<file path="src/rtl/mem_arbiter.sv">
`default_nettype none
// ============================================================================
// Module      : mem_arbiter
// Description : Two-master / one-slave arbiter. Serialises the instruction
//               fetch port (A) and the load/store port (B) onto the single
//               ram txe/txs handshake. Round-robin on ties, registered
//               outputs, and at least one idle ram_txe cycle between
//               consecutive transactions.
// Ports       : clk, rst           - clock, synchronous active-high reset
//               a_* / b_*          - master request (txe, re, we, addr, wd)
//                                    and response (txs pulse, out data)
//               ram_*              - slave request (txe, re, we, addr, wd)
//                                    and response (txs, out data)
// Revision    : 1.0 - initial release
// ============================================================================
module mem_arbiter #(
  parameter int ADDR_W = 64,
  parameter int DATA_W = 32
) (
  input  logic              clk,
  input  logic              rst,
  // master A (instruction fetch)
  input  logic              a_txe,
  input  logic              a_re,
  input  logic              a_we,
  input  logic [ADDR_W-1:0] a_addr,
  input  logic [DATA_W-1:0] a_wd,
  output logic              a_txs,
  output logic [DATA_W-1:0] a_out,
  // master B (load/store)
  input  logic              b_txe,
  input  logic              b_re,
  input  logic              b_we,
  input  logic [ADDR_W-1:0] b_addr,
  input  logic [DATA_W-1:0] b_wd,
  output logic              b_txs,
  output logic [DATA_W-1:0] b_out,
  // ram slave
  output logic              ram_txe,
  output logic              ram_re,
  output logic              ram_we,
  output logic [ADDR_W-1:0] ram_addr,
  output logic [DATA_W-1:0] ram_wd,
  input  logic              ram_txs,
  input  logic [DATA_W-1:0] ram_out
);

  localparam logic [1:0] S_IDLE   = 2'd0;
  localparam logic [1:0] S_BUSY_A = 2'd1;
  localparam logic [1:0] S_BUSY_B = 2'd2;
  localparam logic [1:0] S_DRAIN  = 2'd3;

  localparam logic M_A = 1'b0;
  localparam logic M_B = 1'b1;

  logic [1:0]        state_q,    state_d;
  // last granted master; while BUSY/DRAIN it is also the current owner
  logic              last_q,     last_d;
  logic              ram_txe_q,  ram_txe_d;
  logic              ram_re_q,   ram_re_d;
  logic              ram_we_q,   ram_we_d;
  logic [ADDR_W-1:0] ram_addr_q, ram_addr_d;
  logic [DATA_W-1:0] ram_wd_q,   ram_wd_d;
  logic              a_txs_q,    a_txs_d;
  logic              b_txs_q,    b_txs_d;
  logic [DATA_W-1:0] a_out_q,    a_out_d;
  logic [DATA_W-1:0] b_out_q,    b_out_d;

  logic w_grant_a;
  logic w_grant_b;
  logic w_owner_txe;

  // A wins unless B is also requesting and A was the last one served.
  assign w_grant_a   = a_txe && (!b_txe || (last_q == M_B));
  assign w_grant_b   = b_txe && !w_grant_a;
  assign w_owner_txe = (last_q == M_A) ? a_txe : b_txe;

  always_comb begin
    state_d    = state_q;
    last_d     = last_q;
    ram_txe_d  = ram_txe_q;
    ram_re_d   = ram_re_q;
    ram_we_d   = ram_we_q;
    ram_addr_d = ram_addr_q;
    ram_wd_d   = ram_wd_q;
    a_out_d    = a_out_q;
    b_out_d    = b_out_q;
    a_txs_d    = 1'b0;
    b_txs_d    = 1'b0;

    case (state_q)
      S_IDLE: begin
        if (w_grant_a) begin
          ram_txe_d  = 1'b1;
          ram_we_d   = a_we;
          ram_re_d   = a_re & ~a_we;   // write takes precedence over read
          ram_addr_d = a_addr;
          ram_wd_d   = a_wd;
          last_d     = M_A;
          state_d    = S_BUSY_A;
        end else if (w_grant_b) begin
          ram_txe_d  = 1'b1;
          ram_we_d   = b_we;
          ram_re_d   = b_re & ~b_we;
          ram_addr_d = b_addr;
          ram_wd_d   = b_wd;
          last_d     = M_B;
          state_d    = S_BUSY_B;
        end
      end

      S_BUSY_A: begin
        if (ram_txs) begin
          if (ram_re_q) begin
            a_out_d = ram_out;
          end
          a_txs_d   = 1'b1;
          ram_txe_d = 1'b0;
          ram_re_d  = 1'b0;
          ram_we_d  = 1'b0;
          state_d   = S_DRAIN;
        end
      end

      S_BUSY_B: begin
        if (ram_txs) begin
          if (ram_re_q) begin
            b_out_d = ram_out;
          end
          b_txs_d   = 1'b1;
          ram_txe_d = 1'b0;
          ram_re_d  = 1'b0;
          ram_we_d  = 1'b0;
          state_d   = S_DRAIN;
        end
      end

      S_DRAIN: begin
        // wait for the served master to withdraw its request so that the
        // still-high txe is not mistaken for a new transaction
        if (!w_owner_txe) begin
          state_d = S_IDLE;
        end
      end

      default: begin
        state_d = S_IDLE;
      end
    endcase
  end

  always_ff @(posedge clk) begin
    if (rst) begin
      state_q    <= S_IDLE;
      last_q     <= M_B;
      ram_txe_q  <= 1'b0;
      ram_re_q   <= 1'b0;
      ram_we_q   <= 1'b0;
      ram_addr_q <= '0;
      ram_wd_q   <= '0;
      a_txs_q    <= 1'b0;
      b_txs_q    <= 1'b0;
      a_out_q    <= '0;
      b_out_q    <= '0;
    end else begin
      state_q    <= state_d;
      last_q     <= last_d;
      ram_txe_q  <= ram_txe_d;
      ram_re_q   <= ram_re_d;
      ram_we_q   <= ram_we_d;
      ram_addr_q <= ram_addr_d;
      ram_wd_q   <= ram_wd_d;
      a_txs_q    <= a_txs_d;
      b_txs_q    <= b_txs_d;
      a_out_q    <= a_out_d;
      b_out_q    <= b_out_d;
    end
  end

  assign a_txs    = a_txs_q;
  assign b_txs    = b_txs_q;
  assign a_out    = a_out_q;
  assign b_out    = b_out_q;
  assign ram_txe  = ram_txe_q;
  assign ram_re   = ram_re_q;
  assign ram_we   = ram_we_q;
  assign ram_addr = ram_addr_q;
  assign ram_wd   = ram_wd_q;

endmodule
`default_nettype wire

</file>
<file path="config.mk">
export PLATFORM = sky130hd
export DESIGN_NAME = mem_arbiter
export DESIGN_NICKNAME = d
export VERILOG_FILES = /design/src/rtl/mem_arbiter.sv
export SDC_FILE = /design/constraint.sdc
export NUM_CORES = 1
export LEC_CHECK = 0
export ABC_CLOCK_PERIOD_IN_PS = 2000
export CORE_AREA = 2 2 153 155
export CTS_BUF_LIST = sky130_fd_sc_hd__clkbuf_2
export DETAILED_ROUTE_END_ITERATION = 8
export DIE_AREA = 0 0 155 157
export GPL_TIMING_DRIVEN = 0
export PLACE_DENSITY = 0.66
export SETUP_SLACK_MARGIN = 0.05
export SYNTH_ARGS = -nofsm -noshare
export SYNTH_HDL_FRONTEND = slang
export SYNTH_SLANG_ARGS = --single-unit
export TNS_END_PERCENT = 10
</file>
<file path="constraint.sdc">
create_clock -name clk -period 2 [get_ports clk]
set_input_delay 0.3 -clock clk [delete_from_list [all_inputs] [get_ports clk]]
set_output_delay 0.3 -clock clk [all_outputs]
set_load 0.01 [all_outputs]
</file>
Yosys cells after proc, flatten, opt, wreduce, memory -nomap -nowiden
Index checks and enable logic that the tools add are counted.
W data, S select, Z words.
{ "word_totals": {"out_inout_bits": 165, "inputBits": 233, "reg_bits": 168} }
{ "classes": {"eq_ne": 6, "mux": 22, "bitwise_logic": 6, "n_reduce_logical": 16} }
{ "ops": {"columns": ["operator", "count"], "rows": [
  ["$mux W64", 2],
  ["$mux W32", 2],
  ["$reduce_and A3 Y1", 4],
  ["$mux W1", 10],
  ["$mux W2", 4],
  ["$pmux W1 S2", 3],
  ["$pmux W2 S3", 1],
  ["$reduce_or A2 Y1", 3],
  ["$eq A2 B2 Y1 const B", 2],
  ["$not A1 Y1", 4],
  ["$reduce_bool A2 Y1", 2],
  ["$ne A3 B3 Y1 const B", 1],
  ["$and A1 B1 Y1", 2],
  ["$eq A2 B1 Y1 const B", 1],
  ["$logic_and A1 B1 Y1", 2],
  ["$logic_not A1 Y1", 2],
  ["$logic_not A2 Y1", 1],
  ["$ne A2 B1 Y1 const B", 1],
  ["$ne A2 B2 Y1 const B", 1],
  ["$reduce_and A2 Y1", 1],
  ["$logic_or A1 B1 Y1", 1]
]} }

Depth between registers and ports, before layout
Gate-level depths: netlist (run 1).
{ "logic_depth": {"depth_word": 8, "depth_mapped": 8, "ltp_nobuf": 6} }

Least setup slack after synthesis (run 1)
OpenSTA, ideal clock, no wires.
{ "synth_timing": {"path_type": "reg-to-reg", "from": "reg state_q[0]", "to": "reg state_q[1]", "t_required_ps": 1935, "setup_slack_ps": 256, "setup_ps": 65, "path_stages_with_launch": 7, "n_path_buf": 0, "arrival_time_ps": 1679, "path_cell_list": "dfxtp_1 inv_1 ha_1 nor2b_1 a221oi_1 mux2_2 nor2_1"} }
{ "synth_via": {"elab_chain_cells": 4} }
{ "synth_rtl": {"columns": ["element", "line", "text"], "rows": [
  ["from (decl)", "56", "logic [1:0] state_q, state_d;"],
  ["from (signal assigned)", "166", "state_q <= state_d;"],
  ["$eq A2 B2 Y1 or $eq A2 B1 Y1 (tied branches)", "91", "case (state_q)"],
  ["$reduce_or A2 Y1 (no source line)", null, null],
  ["$ne A2 B1 Y1 (no source line)", null, null],
  ["$reduce_and A3 Y1 (no source line)", null, null]
]} }
Several ways; a longest one is shown, not always the timed one.
A chain may end at the register's enable or synchronous reset.

Final worst setup path (run 1)
{ "layout_timing": {"from": "reg state_q[1]", "to": "reg a_out_q[26], in the netlist a_out[26]"} }
{ "layout_via": {"elab_chain_cells": 2} }
{ "layout_rtl": {"columns": ["element", "line", "text"], "rows": [
  ["$eq A2 B1 Y1", "91", null],
  ["$reduce_and A3 Y1 (no source line)", null, null],
  ["to (signal assigned)", "175", "a_out_q <= a_out_d;"],
  ["to (decl)", "66", "logic [DATA_W-1:0] a_out_q, a_out_d;"]
]} }
Every way passes these cells.

==> results by group, run 1 <==
Cells and area
  – Fin util: between 50 and 60%
  – Proportion of layout cells with a drive suffix above 1: around 15%
  – Commonest cells after routing, fill and taps aside: 231 x clkdlybuf4s50_1, 164 x dlygate4sd2_1, 131 x nand2_1
  – NumNets Final: around 1400
  – Filler Cell Count: ~2200
  – Leading cell type in the layout, fill and taps excluded: clkdlybuf4s50_1
  – Layout area overhead: 66.5%

Pwr
  – Sw Share: 39.2%
  – Clock network power share: 16.3%
  – Gate power share: approximately 44%
  – Switching power: around 4.5 mW
  – Maximum VDD drop: about 0.00044 V
  – PwrDens: 1010 nW/um2
  – P_leak: 5.14 nW
  – Internal power: 7.00 mW
  – Reg power frac: between 30% and 40%

Critical path
  – Required @ worst endpoint: approximately 2.7 ns
  – Critical path class: flip-flop to flip-flop
  – Worst Path Max Fanout: 10
  – Crit. End Element: flip-flop
  – Critical path launch point type: flip-flop
  – Worst EP arrival: around 2.5 ns

Die
  – Floorplan row count: 55
  – I/O pin cnt: a little under 400
  – Die area: 24300 um2
  – Core area: ~23000 um2
  – Initial Utilization: 30.5%
  – Die Y: about 160 um
  – Chip width: approximately 160 um

Timing
  – Relative slew slack: 47.2%
  – Min Tclk post-route: 1.84 ns
  – Final setup margin: between 0.15 and 0.2 ns
  – Final setup viols: 0
  – Fin crit share: ~92%
  – Fin Setup TNS: 0 ns
  – Worst-Margin Slew: around 0.8 ns
  – FMAX: around 540 MHz
  – RSZ-0062 raised after global routing: true
  – Final Hold Fails: 0
  – Max Slew Vio Count: 0
  – Skew final: 0.0357 ns

Detailed routing
  – Top layer reached by signal wires: met4
  – Antenna viol nets, final: 0
  – First DRT Iteration DRCs: roughly 290
  – Drc violations: 0
  – Per-cell routed wire length: around 18 um
  – Pre-antenna DRT Iters: 4
  – Detail Route met2 WL: around 13000 um
  – Total Wirelength: about 27000 um
  – Vias per cell: roughly 4.7
  – Via count: about 6900
  – Met1 Routed Length: roughly 11000 um
  – Metal3 WL: 1640 um

CTS
  – CTS Buffer Depth: 2
  – Clock slew at reported path FFs: ~0.28 ns
  – Clock sinks: approximately 170
  – Total CTS buffers: 17
  – Insertion delay to the later sink of the worst-skew pair: around 0.71 ns
  – CTS HTree Levels: 4
  – Post-CTS Hold Fix Bufs: 0
  – Post-CTS setup buffer count: 0
  – Clock root buffer: clkbuf_2
  – CTS tree: built

Synthesis
  – Top FF cell, synth: dfxtp_1
  – Register area share after synthesis: 49.0%
  – Synthesized flop and latch total: 168
  – Share of the synthesized area in the top cell type: 49.0%
  – Avg Synthesized Cell Area: 9.07 um2
  – YS warnings: 0
  – Synth Instances: 757
  – Yosys cell types: 26
  – Cell Area, Synth: roughly 6900 um2
  – Mapped Nets: about 1000
  – Synth area leader: dfxtp_1
  – Async set-reset flop share out of synthesis: 0%
  – Post-synth EDFFs: 0
  – Dominant cells by area after synthesis: dfxtp_1 49%, mux2i_1 14%, a211oi_1 11%, nand2_1 7.2%, nor2_1 5.6%

Placement
  – DP HPWL: approximately 21000 um
  – I/O Buffers: 396
  – GP Congestion: 0.849
  – Pre-CTS setup slack: -0.482 ns

Global routing
  – First-pass GRT wire length: between 30000 and 40000 um
  – Largest net degree at the start of global routing: 18
  – Number of global-route vias before repair: about 6700
  – Total global routing overflow: 0
  – GR Util All Layers: 21.3%
  – Initial antenna violation count: 1

Job
  – Max cap viols: 0

Worst hold path
  – Worst hold path type: primary input to flip-flop

Outcome
  – Status: finished clean
kinds of logic (layout without fill, tap and decap cells):
| family | after synthesis | in the layout | share of synthesized area (%) |
|---|---|---|---|
| simple gates | 245 | 245 | 14.0 |
| compound gates | 168 | 168 | 16.1 |
| flops | 168 | 168 | 49.0 |
| mux | 101 | 101 | 14.8 |
| buf+inv | 69 | 497 | 5.03 |
| fa+ha+maj | 6 | 6 | 1.09 |
| other cells | 0 | 1 | 0 |
state kept, by name (all words and copies together) (netlist names):
| register | count |
|---|---|
| ram_addr | 64 |
| a_out | 32 |
| b_out | 32 |
| ram_wd | 32 |
| state_q | 2 |
| a_txs | 1 |
| b_txs | 1 |
| last_q | 1 |
| ram_re | 1 |
| ram_txe | 1 |
| ram_we | 1 |
metrics by stage:
stage          cell area (um2)  power (mW)  std cells  hold slack (ns)
3_3_place_gp             11200        9.92       1438            0.442
5_1_grt                  11400        12.3       1471          0.00867
6_report                 11400        11.5       1471            0.106
2_1_floorplan             6860        7.15        757            0.436
3_5_place_dp             11200        9.99       1438            0.447
4_1_cts                  11400        11.5       1470           0.0209
cell type report:
| cell class | count | area, um2 | share of cell area (%) |
|---|---|---|---|
| Buffer | 66 | 399 | 3.49 |
| Multi-Input combinational cell | 520 | 3160 | 27.7 |
| Clock buffer | 17 | 85.1 | 0.745 |
| Sequential cell | 168 | 3490 | 30.5 |
| Clock inverter | 15 | 160 | 1.40 |
| Tap cell | 285 | 357 | 3.12 |
| Timing Repair Buffer | 396 | 3760 | 32.9 |
| Inverter | 3 | 11.3 | 0.0985 |
| Antenna cell | 1 | 2.50 | 0.0219 |
worst max-delay path: stages, from the launching register on:
cell and delay (ns):
dfxtp_2 0.40, inv_1 0.11, ha_1 0.20, and3_1 0.17, clkbuf_1 0.25, clkbuf_1 0.42, nand2_1 0.11, a21oi_1 0.15
layer usage:
metal / up-vias / track usage, %
met3: 38 / 5.07
met4: 0 / 6.44
met2: 226 / 37.2
li1: 3459 / -
met5: - / 0
met1: 3211 / 26.0
cells in the mapped netlist, types with 2 or more instances:
cell type	instances
buf_4	8
nand3_1	2
nor2b_1	4
buf_12	2
buf_2	10
dfxtp_1	168
mux2_2	2
a21oi_1	64
buf_1	8
o2bb2ai_1	2
mux2i_1	99
a211oi_1	97
and3_1	2
inv_1	3
o22ai_1	2
and3b_1	2
ha_1	6
nor2_1	102
clkbuf_1	37
nand2_1	131
repair_timing:
action / CTS / global route
resized for setup: 282 / 26
setup endpoints to repair: 265 / 149
endpoints found under the hold margin: 0 / 0
power by group through the flow:
stage | Combinational (mW) | Clock, mW | Sequential [mW]
2_1_floorplan | 2.26 | 0 | 4.90
3_3_place_gp | 5.37 | 0 | 4.55
3_5_place_dp | 5.42 | 0 | 4.58
4_1_cts | 5.04 | 1.94 | 4.55
5_1_grt | 5.53 | 2.07 | 4.65
6_report | 5.08 | 1.87 | 4.55
final timing paths:
| path | startpoint | to | slack, ns | cells after the start |
|---|---|---|---|---|
| max | state_q[1] | a_out[26] | 0.16 | 7 |
| min | ram_out[23] | a_out[23] | 0.11 | 3 |
| max reg2reg | state_q[1] | a_out[26] | 0.16 | 7 |
| min reg2reg | b_out[3] | b_out[3] | 0.47 | 2 |
No activity file was read; power rests on OpenSTA's default activity.
==> inputs of run 2 (changes only) <==
Settings changed: MAX_ROUTING_LAYER set to met4.
==> run 2 against run 1 <==
  * Wire length about the same
  * Cell count did not move
  * Largest power group unchanged
  * Via count hardly changed
==> results by group, run 2 (synthesis results as in run 1) <==
CTS
  – Total CTS buffers: 17 (unchanged)
  – Clock slew at reported path FFs: 0.28 ns (about the same)
  – CTS HTree Levels: 4 (unchanged)
  – Post-CTS Hold Fix Bufs: 0 (unchanged)
  – Post-CTS setup buffer count: 0 (unchanged)
  – Clock sinks: 168 (unchanged)
  – Insertion delay to the later sink of the worst-skew pair: 0.71 ns (about the same)
  – CTS tree: built (unchanged)
  – Clock root buffer: clkbuf_2 (unchanged)
  – CTS Buffer Depth: 2 (unchanged)

Cells and area
  – Fin util: 50.8% (unchanged)
  – NumNets Final: 1411 (unchanged)
  – Cell area after layout: 11400 um2 (unchanged)
  – Final cell count without fillers: 1471 (unchanged)
  – Layout area overhead: 66.5% (unchanged)
  – Proportion of layout cells with a drive suffix above 1: 14.6% (unchanged)
  – Commonest cells after routing, fill and taps aside: 231 x clkdlybuf4s50_1, 164 x dlygate4sd2_1, 131 x nand2_1 (unchanged)
  – Largest register FFs: 64 (unchanged)
  – Leading cell type in the layout, fill and taps excluded: clkdlybuf4s50_1 (unchanged)

Timing
  – Final setup viols: 0 (unchanged)
  – Worst-Margin Slew: 0.791 ns (was 0.792 ns)
  – Max Slew Vio Count: 0 (unchanged)
  – FMAX: 537 MHz (was 544 MHz)
  – Fin crit share: 93.0% (was 91.9%)
  – RSZ-0062 raised after global routing: true (unchanged)
  – Min Tclk post-route: 1.86 ns (was 1.84 ns)
  – Final Hold Fails: 0 (unchanged)
  – Relative slew slack: 47.3% (was 47.2%)
  – Skew final: 0.0362 ns (was 0.0357 ns)

Worst hold path
  – Hold endpoint: a_out[23] (unchanged)
  – WHS Path Cells: 3 (unchanged)
  – Critical hold path startpoint: ram_out[23] (unchanged)
  – Worst hold path type: primary input to flip-flop (unchanged)

Detailed routing
  – Per-cell routed wire length: 18.5 um (about the same)
  – First DRT Iteration DRCs: 320 (was 287)
  – Total Wirelength: 27200 um (about the same)
  – Pre-antenna DRT Iters: 4 (unchanged)
  – Vias per cell: 4.71 (about the same)
  – Drc violations: 0 (unchanged)
  – Antenna viol nets, final: 0 (unchanged)
  – Via count: 6933 (was 6934)

Placement
  – DP HPWL: 21300 um (unchanged)
  – I/O Buffers: 396 (unchanged)
  – Placed Area: 11200 um2 (unchanged)
  – GP Congestion: 0.863 (was 0.849)
  – Placed cell count: 1438 (unchanged)

Critical path
  – Crit path cell chain: inv_1 -> ha_1 -> and3_1 -> clkbuf_1 -> clkbuf_1 -> nand2_1 -> a21oi_1 (unchanged)
  – FF-to-FF setup slack: 0.14 ns (was 0.16 ns)
  – Crit. End Element: flip-flop (unchanged)
  – R2R depth: 7 (unchanged)
  – Reg-to-Reg End: a_out[26] (unchanged)
  – Worst Path Max Fanout: 10 (unchanged)
  – CP max stage delay: 0.44 ns (was 0.42 ns)
  – Critical path class: flip-flop to flip-flop (unchanged)
  – Reg2Reg Launch Point: state_q[1] (unchanged)
  – CP bufs+invs: 3 (unchanged)
  – Max stage delay cell, worst path: clkbuf_1 (unchanged)
  – Worst EP arrival: 2.51 ns (was 2.49 ns)
  – Crit-path leading delay family: buffers and inverters (unchanged)
  – Required @ worst endpoint: 2.65 ns (about the same)
  – Cell repeated most along the worst path: clkbuf_1 (unchanged)
  – Critical path launch point type: flip-flop (unchanged)

Die
  – Die area: 24300 um2 (unchanged)
  – Core area: 22500 um2 (unchanged)
  – Die Y: 157 um (unchanged)
  – Chip width: 155 um (unchanged)
  – I/O pin cnt: 398 (unchanged)
  – Initial Utilization: 30.5% (unchanged)
  – Floorplan row count: 55 (unchanged)

Pwr
  – Switching power: 4.50 mW (was 4.51 mW)
  – P_leak: 5.14 nW (unchanged)
  – Maximum VDD drop: 0.000442 V (was 0.000440 V)
  – PwrDens: 1010 nW/um2 (about the same)
  – Reg power frac: 39.6% (about the same)
  – Pwr Total: 11.5 mW (about the same)
  – Clock network power share: 16.2% (was 16.3%)
  – Gate power share: 44.2% (was 44.1%)
  – Internal power: 7.00 mW (about the same)
  – Sw Share: 39.1% (was 39.2%)

Global routing
  – Total global routing overflow: 0 (unchanged)
  – Largest net degree at the start of global routing: 18 (unchanged)
  – Initial antenna violation count: 1 (unchanged)
  – First-pass GRT wire length: 39200 um (was 39300 um)
  – Number of global-route vias before repair: 6708 (was 6696)
  – GR Util All Layers: 21.9% (was 21.3%)

Outcome
  – Status: finished clean (unchanged)

Job
  – Max cap viols: 0 (unchanged)
run 2: cell counts in the layout (fill, tap and decap cells not counted):
Identical to the previous run, type by type.
run 2: repair_timing:
| item | CTS | global route |
|---|---|---|
| gates resized for setup | 282 | 26 |
| setup endpoints to repair | 265 | 149 |
| endpoints found under the hold margin | 0 | 0 |
run 2: area by class of cell:
| type | instances | area, um2 |
|---|---|---|
| fillers | 2187 | 11100 |
| repair buffers | 396 | 3760 |
| flip-flops and latches | 168 | 3490 |
| multi-input cells | 520 | 3160 |
| plain buffers | 66 | 399 |
| well taps | 285 | 357 |
| clock inverters | 15 | 160 |
| clock buffers | 17 | 85.1 |
| inverters | 3 | 11.3 |
| diodes | 1 | 2.50 |
run 2: how the worst max path moves through the flow:
stage | slack, ns | endpoint | from | cells past startpoint
5_1_grt | -0.01 | a_out[22] | state_q[1] | 7
3_3_place_gp | -0.42 | ram_addr[32] | a_txe | 7
4_1_cts | -0.07 | a_out[0] | a_out[0] | 1
2_1_floorplan | 0.26 | state_q[1] | state_q[0] | 6
6_report | 0.14 | a_out[26] | state_q[1] | 7
3_5_place_dp | -0.48 | ram_addr[33] | a_txe | 7
run 2: stage by stage:
| stage | setup WS (ns) | hold WS (ns) | setup TNS (ns) |
|---|---|---|---|
| 6_report | 0.139 | 0.105 | 0 |
| 5_1_grt | -0.0143 | 0.00867 | -0.0195 |
| 4_1_cts | -0.0664 | 0.0209 | -0.0664 |
| 3_5_place_dp | -0.482 | 0.447 | -29.31 |
| 3_3_place_gp | -0.416 | 0.442 | -24.77 |
| 2_1_floorplan | 0.256 | 0.436 | 0 |
run 2: metal layers:
layer  track usage (%)  wire length, um
met3              4.87             1440
met4              6.44              699
met1              26.1            11600
met5                 -                0
met2              37.2            13500
run 2: power groups by stage:
| stage | sequential, mW | combinational, mW | clock [mW] |
|---|---|---|---|
| final | 4.55 | 5.08 | 1.87 |
| after floorplan | 4.90 | 2.26 | 0 |
| after detailed placement | 4.58 | 5.42 | 0 |
| after global routing | 4.65 | 5.53 | 2.07 |
| after global placement | 4.55 | 5.37 | 0 |
| after CTS | 4.55 | 5.04 | 1.94 |
run 2: worst min-delay path: cells and delay by family:
| kind | cells | cell delay (ns) |
|---|---|---|
| and+or+nand+nor | 1 | 0.06 |
| buffers and inverters | 1 | 0.42 |
| AOI/OAI and AO/OA | 1 | 0.05 |
